--- src/rtl/add_seq_pkg.sv ---
// Shared constants and FSM encoding for the nibble-serial add/sub sequencer.
// Latency: n/a (definitions only).
// Backpressure: n/a (definitions only).
package add_seq_pkg;

  localparam int DATA_W  = 16;
  localparam int SLICE_W = 4;
  localparam int NIBBLES = DATA_W / SLICE_W;
  localparam int CNT_W   = $clog2(NIBBLES);

  typedef enum logic [1:0] {
    IDLE = 2'd0,
    RUN  = 2'd1,
    DONE = 2'd2
  } state_t;

endpackage

--- src/rtl/add_seq_16b_if.sv ---
// Operation request / result bundle between the issuing control FSM and the sequencer.
// Latency: n/a (wiring only).
// Backpressure: requester must hold off while o_busy is high; starts seen while busy are dropped.
interface add_seq_16b_if;
  import add_seq_pkg::*;

  logic              i_start;
  logic              i_sub;
  logic [DATA_W-1:0] i_a;
  logic [DATA_W-1:0] i_b;
  logic              i_cin;
  logic              i_abort;
  logic [DATA_W-1:0] o_s;
  logic              o_cy;
  logic              o_ovf;
  logic              o_busy;
  logic              o_done;

  // Requester side: drives the op, observes the result.
  modport master (
    output i_start, i_sub, i_a, i_b, i_cin, i_abort,
    input  o_s, o_cy, o_ovf, o_busy, o_done
  );

  // Sequencer side.
  modport slave (
    input  i_start, i_sub, i_a, i_b, i_cin, i_abort,
    output o_s, o_cy, o_ovf, o_busy, o_done
  );

endinterface

--- src/rtl/rca_4b.sv ---
// 4-bit ripple-carry adder slice shared by the serial sequencer.
// Latency: combinational.
// Backpressure: none.
module rca_4b (
  input  logic [3:0] i_a,
  input  logic [3:0] i_b,
  input  logic       i_cin,
  output logic [3:0] o_s,
  output logic       o_cout
);

  logic [4:0] w_c;

  // Ripple the carry bit by bit through the slice.
  always_comb begin
    w_c    = '0;
    o_s    = '0;
    w_c[0] = i_cin;
    for (int i = 0; i < 4; i++) begin
      o_s[i]   = i_a[i] ^ i_b[i] ^ w_c[i];
      w_c[i+1] = (i_a[i] & i_b[i]) | (w_c[i] & (i_a[i] ^ i_b[i]));
    end
  end

  assign o_cout = w_c[4];

endmodule

--- src/rtl/add_seq_16b.sv ---
// Nibble-serial 16-bit add/subtract using one shared rca_4b slice and a registered carry.
// Latency: 4 cycles from accept edge to o_done; one op per 5 cycles (back-to-back start from DONE).
// Backpressure: o_busy high during RUN; i_start while busy is dropped, no queueing.
module add_seq_16b
  import add_seq_pkg::*;
(
  input  logic               i_clk,
  input  logic               i_rst_n,
  add_seq_16b_if.slave       bus
);

  localparam int ACC_W = DATA_W - SLICE_W;

  // The datapath is hard-wired around a 4-bit slice; any other geometry is unbuildable.
  if (SLICE_W != 4 || (DATA_W % SLICE_W) != 0) begin : g_bad_cfg
    $error("add_seq_16b: SLICE_W must be 4 and divide DATA_W");
  end

  state_t             r_state;
  logic [CNT_W-1:0]   r_cnt;
  logic [DATA_W-1:0]  r_a;
  logic [DATA_W-1:0]  r_b;      // already inverted for subtract
  logic               r_carry;
  logic [ACC_W-1:0]   r_acc;    // lower nibbles collected so far, newest at the top
  logic [DATA_W-1:0]  r_s;
  logic               r_cy;
  logic               r_ovf;
  logic               r_done;

  logic [SLICE_W-1:0] w_a_nib;
  logic [SLICE_W-1:0] w_b_nib;
  logic [SLICE_W-1:0] w_sum;
  logic               w_cout;
  logic               w_last;
  logic               w_c_into_msb;

  // Nibble select follows the counter; nibble 0 is processed first.
  assign w_a_nib = r_a[r_cnt*SLICE_W +: SLICE_W];
  assign w_b_nib = r_b[r_cnt*SLICE_W +: SLICE_W];
  assign w_last  = (r_cnt == CNT_W'(NIBBLES - 1));

  rca_4b u_slice (
    .i_a    (w_a_nib),
    .i_b    (w_b_nib),
    .i_cin  (r_carry),
    .o_s    (w_sum),
    .o_cout (w_cout)
  );

  // The slice only exposes carry out of bit 15; recover carry into bit 15 from the sum bit.
  assign w_c_into_msb = r_a[DATA_W-1] ^ r_b[DATA_W-1] ^ w_sum[SLICE_W-1];

  // Control FSM plus operand/accumulator/result registers.
  always_ff @(posedge i_clk) begin
    if (!i_rst_n) begin
      r_state <= IDLE;
      r_cnt   <= '0;
      r_a     <= '0;
      r_b     <= '0;
      r_carry <= 1'b0;
      r_acc   <= '0;
      r_s     <= '0;
      r_cy    <= 1'b0;
      r_ovf   <= 1'b0;
      r_done  <= 1'b0;
    end else begin
      r_done <= 1'b0;
      case (r_state)
        IDLE, DONE: begin
          // Abort has no meaning outside RUN, so a simultaneous start simply wins.
          if (bus.i_start) begin
            r_a     <= bus.i_a;
            r_b     <= bus.i_b ^ {DATA_W{bus.i_sub}};
            r_carry <= bus.i_sub | bus.i_cin;
            r_cnt   <= '0;
            r_state <= RUN;
          end else begin
            r_state <= IDLE;
          end
        end
        RUN: begin
          if (bus.i_abort) begin
            // Drop the partial result; published outputs stay as they were.
            r_state <= IDLE;
          end else begin
            r_acc   <= {w_sum, r_acc[ACC_W-1:SLICE_W]};
            r_carry <= w_cout;
            r_cnt   <= r_cnt + CNT_W'(1);
            if (w_last) begin
              r_s     <= {w_sum, r_acc};
              r_cy    <= w_cout;
              r_ovf   <= w_c_into_msb ^ w_cout;
              r_done  <= 1'b1;
              r_state <= DONE;
            end
          end
        end
        default: r_state <= IDLE;
      endcase
    end
  end

  assign bus.o_s    = r_s;
  assign bus.o_cy   = r_cy;
  assign bus.o_ovf  = r_ovf;
  assign bus.o_busy = (r_state == RUN);
  assign bus.o_done = r_done;

endmodule

--- src/flat_wrapper.sv ---
// flat-port wrapper written by rule: the top's interface ports become plain ports
module add_seq_16b_flat import add_seq_pkg::*;
  (i_clk, i_rst_n, bus_i_start, bus_i_sub, bus_i_a, bus_i_b, bus_i_cin, bus_i_abort, bus_o_s, bus_o_cy, bus_o_ovf, bus_o_busy, bus_o_done);
  add_seq_16b_if bus_i ();
  input  logic i_clk;
  input  logic i_rst_n;
  input wire logic [$bits(bus_i.i_start)-1:0] bus_i_start;
  input wire logic [$bits(bus_i.i_sub)-1:0] bus_i_sub;
  input wire logic [$bits(bus_i.i_a)-1:0] bus_i_a;
  input wire logic [$bits(bus_i.i_b)-1:0] bus_i_b;
  input wire logic [$bits(bus_i.i_cin)-1:0] bus_i_cin;
  input wire logic [$bits(bus_i.i_abort)-1:0] bus_i_abort;
  output wire logic [$bits(bus_i.o_s)-1:0] bus_o_s;
  output wire logic [$bits(bus_i.o_cy)-1:0] bus_o_cy;
  output wire logic [$bits(bus_i.o_ovf)-1:0] bus_o_ovf;
  output wire logic [$bits(bus_i.o_busy)-1:0] bus_o_busy;
  output wire logic [$bits(bus_i.o_done)-1:0] bus_o_done;
  assign bus_i.i_start = bus_i_start;
  assign bus_i.i_sub = bus_i_sub;
  assign bus_i.i_a = bus_i_a;
  assign bus_i.i_b = bus_i_b;
  assign bus_i.i_cin = bus_i_cin;
  assign bus_i.i_abort = bus_i_abort;
  assign bus_o_s = bus_i.o_s;
  assign bus_o_cy = bus_i.o_cy;
  assign bus_o_ovf = bus_i.o_ovf;
  assign bus_o_busy = bus_i.o_busy;
  assign bus_o_done = bus_i.o_done;
  add_seq_16b u_core (.i_clk(i_clk), .i_rst_n(i_rst_n), .bus(bus_i));
endmodule
--- config.mk ---
export PLATFORM = sky130hd
export DESIGN_NAME = add_seq_16b_flat
export DESIGN_NICKNAME = d
export VERILOG_FILES = /design/src/rtl/add_seq_pkg.sv /design/src/rtl/add_seq_16b_if.sv /design/src/rtl/rca_4b.sv /design/src/rtl/add_seq_16b.sv /design/src/flat_wrapper.sv
export SDC_FILE = /design/constraint.sdc
export NUM_CORES = 1
export LEC_CHECK = 0
export CAP_MARGIN = 20
export CELL_PAD_IN_SITES_DETAIL_PLACEMENT = 0
export CELL_PAD_IN_SITES_GLOBAL_PLACEMENT = 1
export CORE_ASPECT_RATIO = 0.8
export CORE_MARGIN = 4
export CORE_UTILIZATION = 42
export CTS_CLUSTER_SIZE = 14
export DETAILED_ROUTE_END_ITERATION = 10
export PLACE_DENSITY_LB_ADDON = 0.1
export SLEW_MARGIN = 20
export SYNTH_ARGS = -nofsm -noshare
export SYNTH_HDL_FRONTEND = slang
export SYNTH_SLANG_ARGS = --single-unit
--- constraint.sdc ---
create_clock -name i_clk -period 9.4 [get_ports i_clk]
set_clock_uncertainty 0.2 [all_clocks]
set_input_delay 1.88 -clock i_clk [delete_from_list [all_inputs] [get_ports i_clk]]
set_output_delay 1.88 -clock i_clk [all_outputs]
set_load 0.005 [all_outputs]
-- Yosys cells after proc, flatten, opt, wreduce, memory -nomap -nowiden
Index checks and enable logic that the tools add are counted.
- register bits: 68
- input bits: 38
- output and inout bits: 20
- word-level logic and storage cells: 66
- reductions and logical operators: 8
- shift-type cells: 2
- bitwise operators: 28
- multiplexer cells: 11
- $add $sub $neg: 1
- equality and inequality tests: 6
- operators with widths (kind ; count):
    variable part select 16 x 5 -> 4 bit ; 2
    XOR 16 bit ; 1
    XOR 1 bit ; 11
    AND 1 bit ; 8
    two-way mux 2 bit ; 4
    one-hot mux 2 bit (2 select lines) ; 2
    AND reduction 3 bit ; 2
    bitwise OR 1 bit ; 5
    equality test 2 bit, second input constant ; 2
    two-way mux 1 bit ; 4
    inequality test 2 bit, second input constant ; 2
    AND reduction 2 bit ; 2
    inequality test 3 x 2 -> 1 bit, second input constant ; 1
    NOT 1 bit ; 3
    OR reduction 3 bit ; 1
    adder 2 x 1 -> 2 bit, second input constant ; 1
    equality test 2 x 1 -> 1 bit, second input constant ; 1
    zero test 2 bit ; 1
    one-hot mux 1 bit (2 select lines) ; 1
    nonzero test 2 bit ; 1
    OR reduction 2 bit ; 1

-- Logic depth before layout (Yosys ltp)
- word-level depth: 12
- mapped depth: 11
- gate-level depth less buffers: 10

-- Cells and area by module
From an unflattened synthesis, not the netlist that was laid out.
- cells, all modules: 326
- area, all modules: 3012.9 µm²
- modules (own cells, without submodules) (module ; sequential area each (µm²) ; area an instance (µm²) ; times used ; cells an instance):
    add_seq_16b ; 1361.3 ; 2895.3 ; 1 ; 312
    rca_4b ; 0.0 ; 117.6 ; 1 ; 14

-- Least setup slack after synthesis
No wires, ideal clock.
- path kind: register to register
- start: register u_core.r_cnt[0]
- end: register u_core.r_carry
- period minus slack after synthesis: 3189 ps
- path buffers: 1
- path slack: 6211 ps
- stages on the path, launching flop included: 12
- library setup time: 126 ps
- arrival: 2863 ps
- data required time: 9074 ps
- cell sequence: dfxtp_1 > buf_2 > mux4_2 > fa_1 > inv_1 > fa_1 > fa_1 > inv_1 > fa_1 > or3b_2 > o221ai_1 > a21boi_0
- longest elaborated chain between the ends: 12
- elaborated cells between the ends (all ways): 20
- those cells by class: 2 x shift; 2 x mux; 16 x bitwise
- ends and longest elaborated chain (item ; line ; text):
    from (decl) ; add_seq_16b.sv:20 ; logic [CNT_W-1:0] r_cnt;
    from (signal assigned) ; add_seq_16b.sv:88 ; r_cnt <= r_cnt + CNT_W'(1);
    variable part select 16 x 5 -> 4 bit (on tied branches) ; add_seq_16b.sv:38, add_seq_16b.sv:39 ;
    XOR 1 bit ; rca_4b.sv:21 ; w_c[i+1] = (i_a[i] & i_b[i]) | (w_c[i] & (i_a[i] ^ i_b[i]));
    AND 1 bit ; rca_4b.sv:21 ;
    bitwise OR 1 bit ; rca_4b.sv:21 ;
    AND 1 bit ; rca_4b.sv:21 ;
    bitwise OR 1 bit ; rca_4b.sv:21 ;
    AND 1 bit ; rca_4b.sv:21 ;
    bitwise OR 1 bit ; rca_4b.sv:21 ;
    AND 1 bit ; rca_4b.sv:21 ;
    bitwise OR 1 bit (*) ; rca_4b.sv:21 ;
    net u_core.u_slice.o_cout ; rca_4b.sv:9 ; output logic o_cout
    two-way mux 1 bit (*) ; add_seq_16b.sv:82 ; if (bus.i_abort) begin
    one-hot mux 1 bit (2 select lines) (*) ; add_seq_16b.sv:68 ; case (r_state)
    to (signal assigned) ; add_seq_16b.sv:74 ; r_carry <= bus.i_sub | bus.i_cin;
    to (signal assigned) ; add_seq_16b.sv:87 ; r_carry <= w_cout;
    to (decl) ; add_seq_16b.sv:23 ; logic r_carry;
The timed path passes the listed nets; every way through them passes the cells marked *. The select of a mux whose other input is x is not followed.
A chain may end at the register's enable or synchronous reset.

-- Worst setup path in the final report
- start: register u_core.r_state[0]
- end: output port bus_o_busy
- longest elaborated chain between the ends: 1
- ends and longest elaborated chain (item ; line ; text):
    from (decl) ; add_seq_16b.sv:19 ; state_t r_state;
    from (signal assigned) ; add_seq_16b.sv:56 ; r_state <= IDLE;
    from (signal assigned) ; add_seq_16b.sv:76 ; r_state <= RUN;
    from (signal assigned) ; add_seq_16b.sv:78 ; r_state <= IDLE;
    equality test 2 x 1 -> 1 bit ; add_seq_16b.sv:106 ; assign bus.o_busy = (r_state == RUN);
    to (decl) ; flat_wrapper.sv:16 ; output wire logic [$bits(bus_i.o_busy)-1:0] bus_o_busy;
No other way between the ends.

==> qor.yml <==
placed_design:
  dp_hpwl_um: 4090
  pre_cts_ws_ns: 5.50
  placed_cells_incl_taps: 437
  placement.io_buffers: 57
  routability_driven_placement_congestion_ratio: 0.764
  placement.cell_area_mm2: 0.00357
critical_path:
  crit_chain: "nor2b_1 -> clkdlybuf4s50_1"
  worst_path_max_delay_cell: "sky130_fd_sc_hd__clkdlybuf4s50_1"
  path_class: "reg -> out"
  crit_fanout: 8
  critical_path.startpoint_type: "flip-flop"
  worst-path-stages: 2
  worst_ep_required_time_ns: 7.32
  timing.critical_path.max_delay_family: "buffers and inverters"
  cp.buffers_inverters: 1
  setup.worst_path.end_class: "output port"
  worst_r2r_path_depth: 10
  crit_arrival_ns: 1.69
  slowest_delay_ns: 0.55
clocking:
  cts_hold_buffers: 0
  cts-resized-gates: 0
  postCtsSetupRepairBufs: 0
  numCtsBuffers: 9
  number_of_sinks_driven_by_the_clock_tree: 68
  clock_insertion_delay_worst_skew_ns: 0.34
  cts-root-to-sink-buffers: 2
  root_buffer: "sky130_fd_sc_hd__clkbuf_8"
  cts-htree-levels: 3
  cts_tree: "built"
  clk_pin_slew_worst_paths_ns: 0.06
layout:
  nNetsFinal: 405
  final_core_util_pct: 54.3
  diodes: 0
  layout_cell_area_excl_fill_mm2: 0.00374
  seqCellArea_mm2: 0.00136
  combined_area_of_the_multi_input_logic_cells_mm2: 0.00151
  final-instance-count-excl-fill: 453
  area_delta_synth_final_pct: 24.9
  fillCellCount: 660
  final_layout_size_suffix_gt1_share_pct: 7.10
sta:
  postLayoutSetupSlackWorst_ns: 5.63
  layout_worst_path_cycle_share_pct: 40.1
  final_hold_viol_count: 0
  maxClockFrequency_mhz: 265
  setup-tns-final_ns: 0
  report.final.slew_viol_count: 0
  worst-slew-pin-transition_ns: 1.00
  hold_ws_ns: 0.261
  slew_headroom_pct: 33.0
  setup_violations: 0
  grt_setup_unrepaired: "no"
  timing.final.crit_period_ns: 3.77
yosys:
  synth_top_area_share_pct: 45.4
  syn-mean-instance-area_um2: 9.45
  number_of_different_library_cells_in_the_post_synthesis_netlist: 29
  ys_warn_count: 0
  post_synth_main_area_contributors: "sky130_fd_sc_hd__dfxtp_1 (45%), sky130_fd_sc_hd__nand2_1 (13%), sky130_fd_sc_hd__a21boi_0 (10%), sky130_fd_sc_hd__o211a_1 (6.7%), sky130_fd_sc_hd__mux4_2 (6.0%)"
  yosys_most_used_dff: "sky130_fd_sc_hd__dfxtp_1"
  post_synth_inst_count: 317
  share_of_the_yosys_chip_area_belonging_to_registers_pct: 45.4
  synth.net_count: 360
  synth.cells.most_frequent: "sky130_fd_sc_hd__nand2_1 (103), sky130_fd_sc_hd__dfxtp_1 (68), sky130_fd_sc_hd__a21boi_0 (41), sky130_fd_sc_hd__o211a_1 (20), sky130_fd_sc_hd__xnor2_1 (19)"
  syn-cell-area_mm2: 0.00300
  number_of_enable_flip_flop_cells_after_synthesis: 0
  synth_most_common_cell: "sky130_fd_sc_hd__nand2_1"
  synth_seq_cells: 68
  asyncSetResetFlopFracSynth_pct: 0
  synth_top_area_cell: "sky130_fd_sc_hd__dfxtp_1"
floorplanning:
  effective_utilization_at_floorplan_pct: 43.5
  placeableCoreArea_mm2: 0.00689
  chipWidth_um: 102
  dieArea_mm2: 0.00856
  io_pins: 58
  die_y_um: 83.5
  core.rowCount: 27
power:
  report.power.total_uw: 581
  ir_worst_vdd_uv: 90.6
  leakage_nw: 1.48
  power_density_mw_per_mm2: 155
grt:
  initial_antenna_violation_count: 0
  grt_use_total_pct: 15.7
  grt_overflow: 0
  largest_net_degree_at_the_start_of_global_routing: 69
  grt_pass1_wl_um: 10700
  grt_pass1_vias: 2212
routing:
  vias: 2242
  first_iter_violations: 58
  ant_nets: 0
  routed_via_density: 4.95
  wl_per_cell_um: 13.7
  total_wire_length_after_detailed_routing_um: 6220
  dr.pass1.iters: 4
  residual_drc: 0
run_status:
  status: "finished clean"
run:
  max-cap-violations: 0
hold_path:
  min-delay-path-class: "reg -> reg"
  min_delay_path_depth: 2
## per-layer routing
layer,global-route usage [%],routed length [µm],vias up
li1,-,-,1146
met4,4.05,62,0
met2,22.5,2640,48
met1,22.4,3120,1042
met5,0,0,-
met3,5.68,392,6
## area by class of cell
cell class,instances,share of cell area [%]
sequential,68,36.4
multi-input combinational,219,40.4
tap,87,2.91
inverter,6,0.602
clock buffer,12,3.61
clock inverter,3,0.401
timing repair buffer,58,15.7
## registers in the layout (all words and copies together) (netlist names)
register and count:
u_core.bus.o_cy 1, u_core.bus.o_done 1, u_core.bus.o_ovf 1, u_core.bus.o_s 16, u_core.r_a 16, u_core.r_acc 12, u_core.r_b 16, u_core.r_carry 1
u_core.r_cnt 2, u_core.r_state 2
## worst min-delay path: cells and delay by family (launching register included)
family / cells / cell delay, ns
AOI/OAI and AO/OA: 1 / 0.06
and+or+nand+nor: 1 / 0.04
DFF: 1 / 0.31
## cells in the final DEF, fill, tap and decap left out, types with 2 or more instances in the layout
| cell | Yosys | routed |
|---|---|---|
| sky130_fd_sc_hd__a21boi_0 | 41 | 41 |
| sky130_fd_sc_hd__a21boi_1 | 2 | 2 |
| sky130_fd_sc_hd__and2_1 | 3 | 3 |
| sky130_fd_sc_hd__clkbuf_1 | 12 | 3 |
| sky130_fd_sc_hd__clkbuf_8 | 0 | 9 |
| sky130_fd_sc_hd__clkdlybuf4s50_1 | 0 | 56 |
| sky130_fd_sc_hd__clkinv_2 | 0 | 3 |
| sky130_fd_sc_hd__dfxtp_1 | 68 | 68 |
| sky130_fd_sc_hd__fa_1 | 4 | 4 |
| sky130_fd_sc_hd__inv_1 | 6 | 6 |
| sky130_fd_sc_hd__mux4_2 | 8 | 8 |
| sky130_fd_sc_hd__nand2_1 | 103 | 103 |
| sky130_fd_sc_hd__nand3_1 | 2 | 2 |
| sky130_fd_sc_hd__o211a_1 | 20 | 20 |
| sky130_fd_sc_hd__o21ai_0 | 2 | 2 |
| sky130_fd_sc_hd__xnor2_1 | 19 | 19 |
## where the power goes
group | leakage (nW) | switching, mW | internal [mW]
combinational | 0.848 | 0.0331 | 0.0422
clock | 0.0800 | 0.104 | 0.0932
sequential | 0.555 | 0.00829 | 0.300
## worst paths after layout
check	start	endpoint	slack [ns]
worst max register to register	u_core.r_cnt[0]	u_core.r_carry	5.83
worst min register to register	u_core.r_a[5]	u_core.r_a[5]	0.26
worst max-delay path	u_core.r_state[0]	bus_o_busy	5.63
worst min-delay path	u_core.r_a[5]	u_core.r_a[5]	0.26
## cells by family (layout without fill, tap and decap cells)
kind of cell / count (synthesis) / after routing / share of synthesized area, %
buffers and inverters: 30 / 79 / 4.34
flip-flops: 68 / 68 / 45.4
adder cells (fa/ha/maj): 5 / 5 / 3.09
multiplexers: 8 / 8 / 6.01
AND/OR/NAND/NOR: 119 / 119 / 17.0
AO/OA/AOI/OAI: 68 / 68 / 18.5
XOR/XNOR: 19 / 19 / 5.56
(Power assumes the default switching activity.)
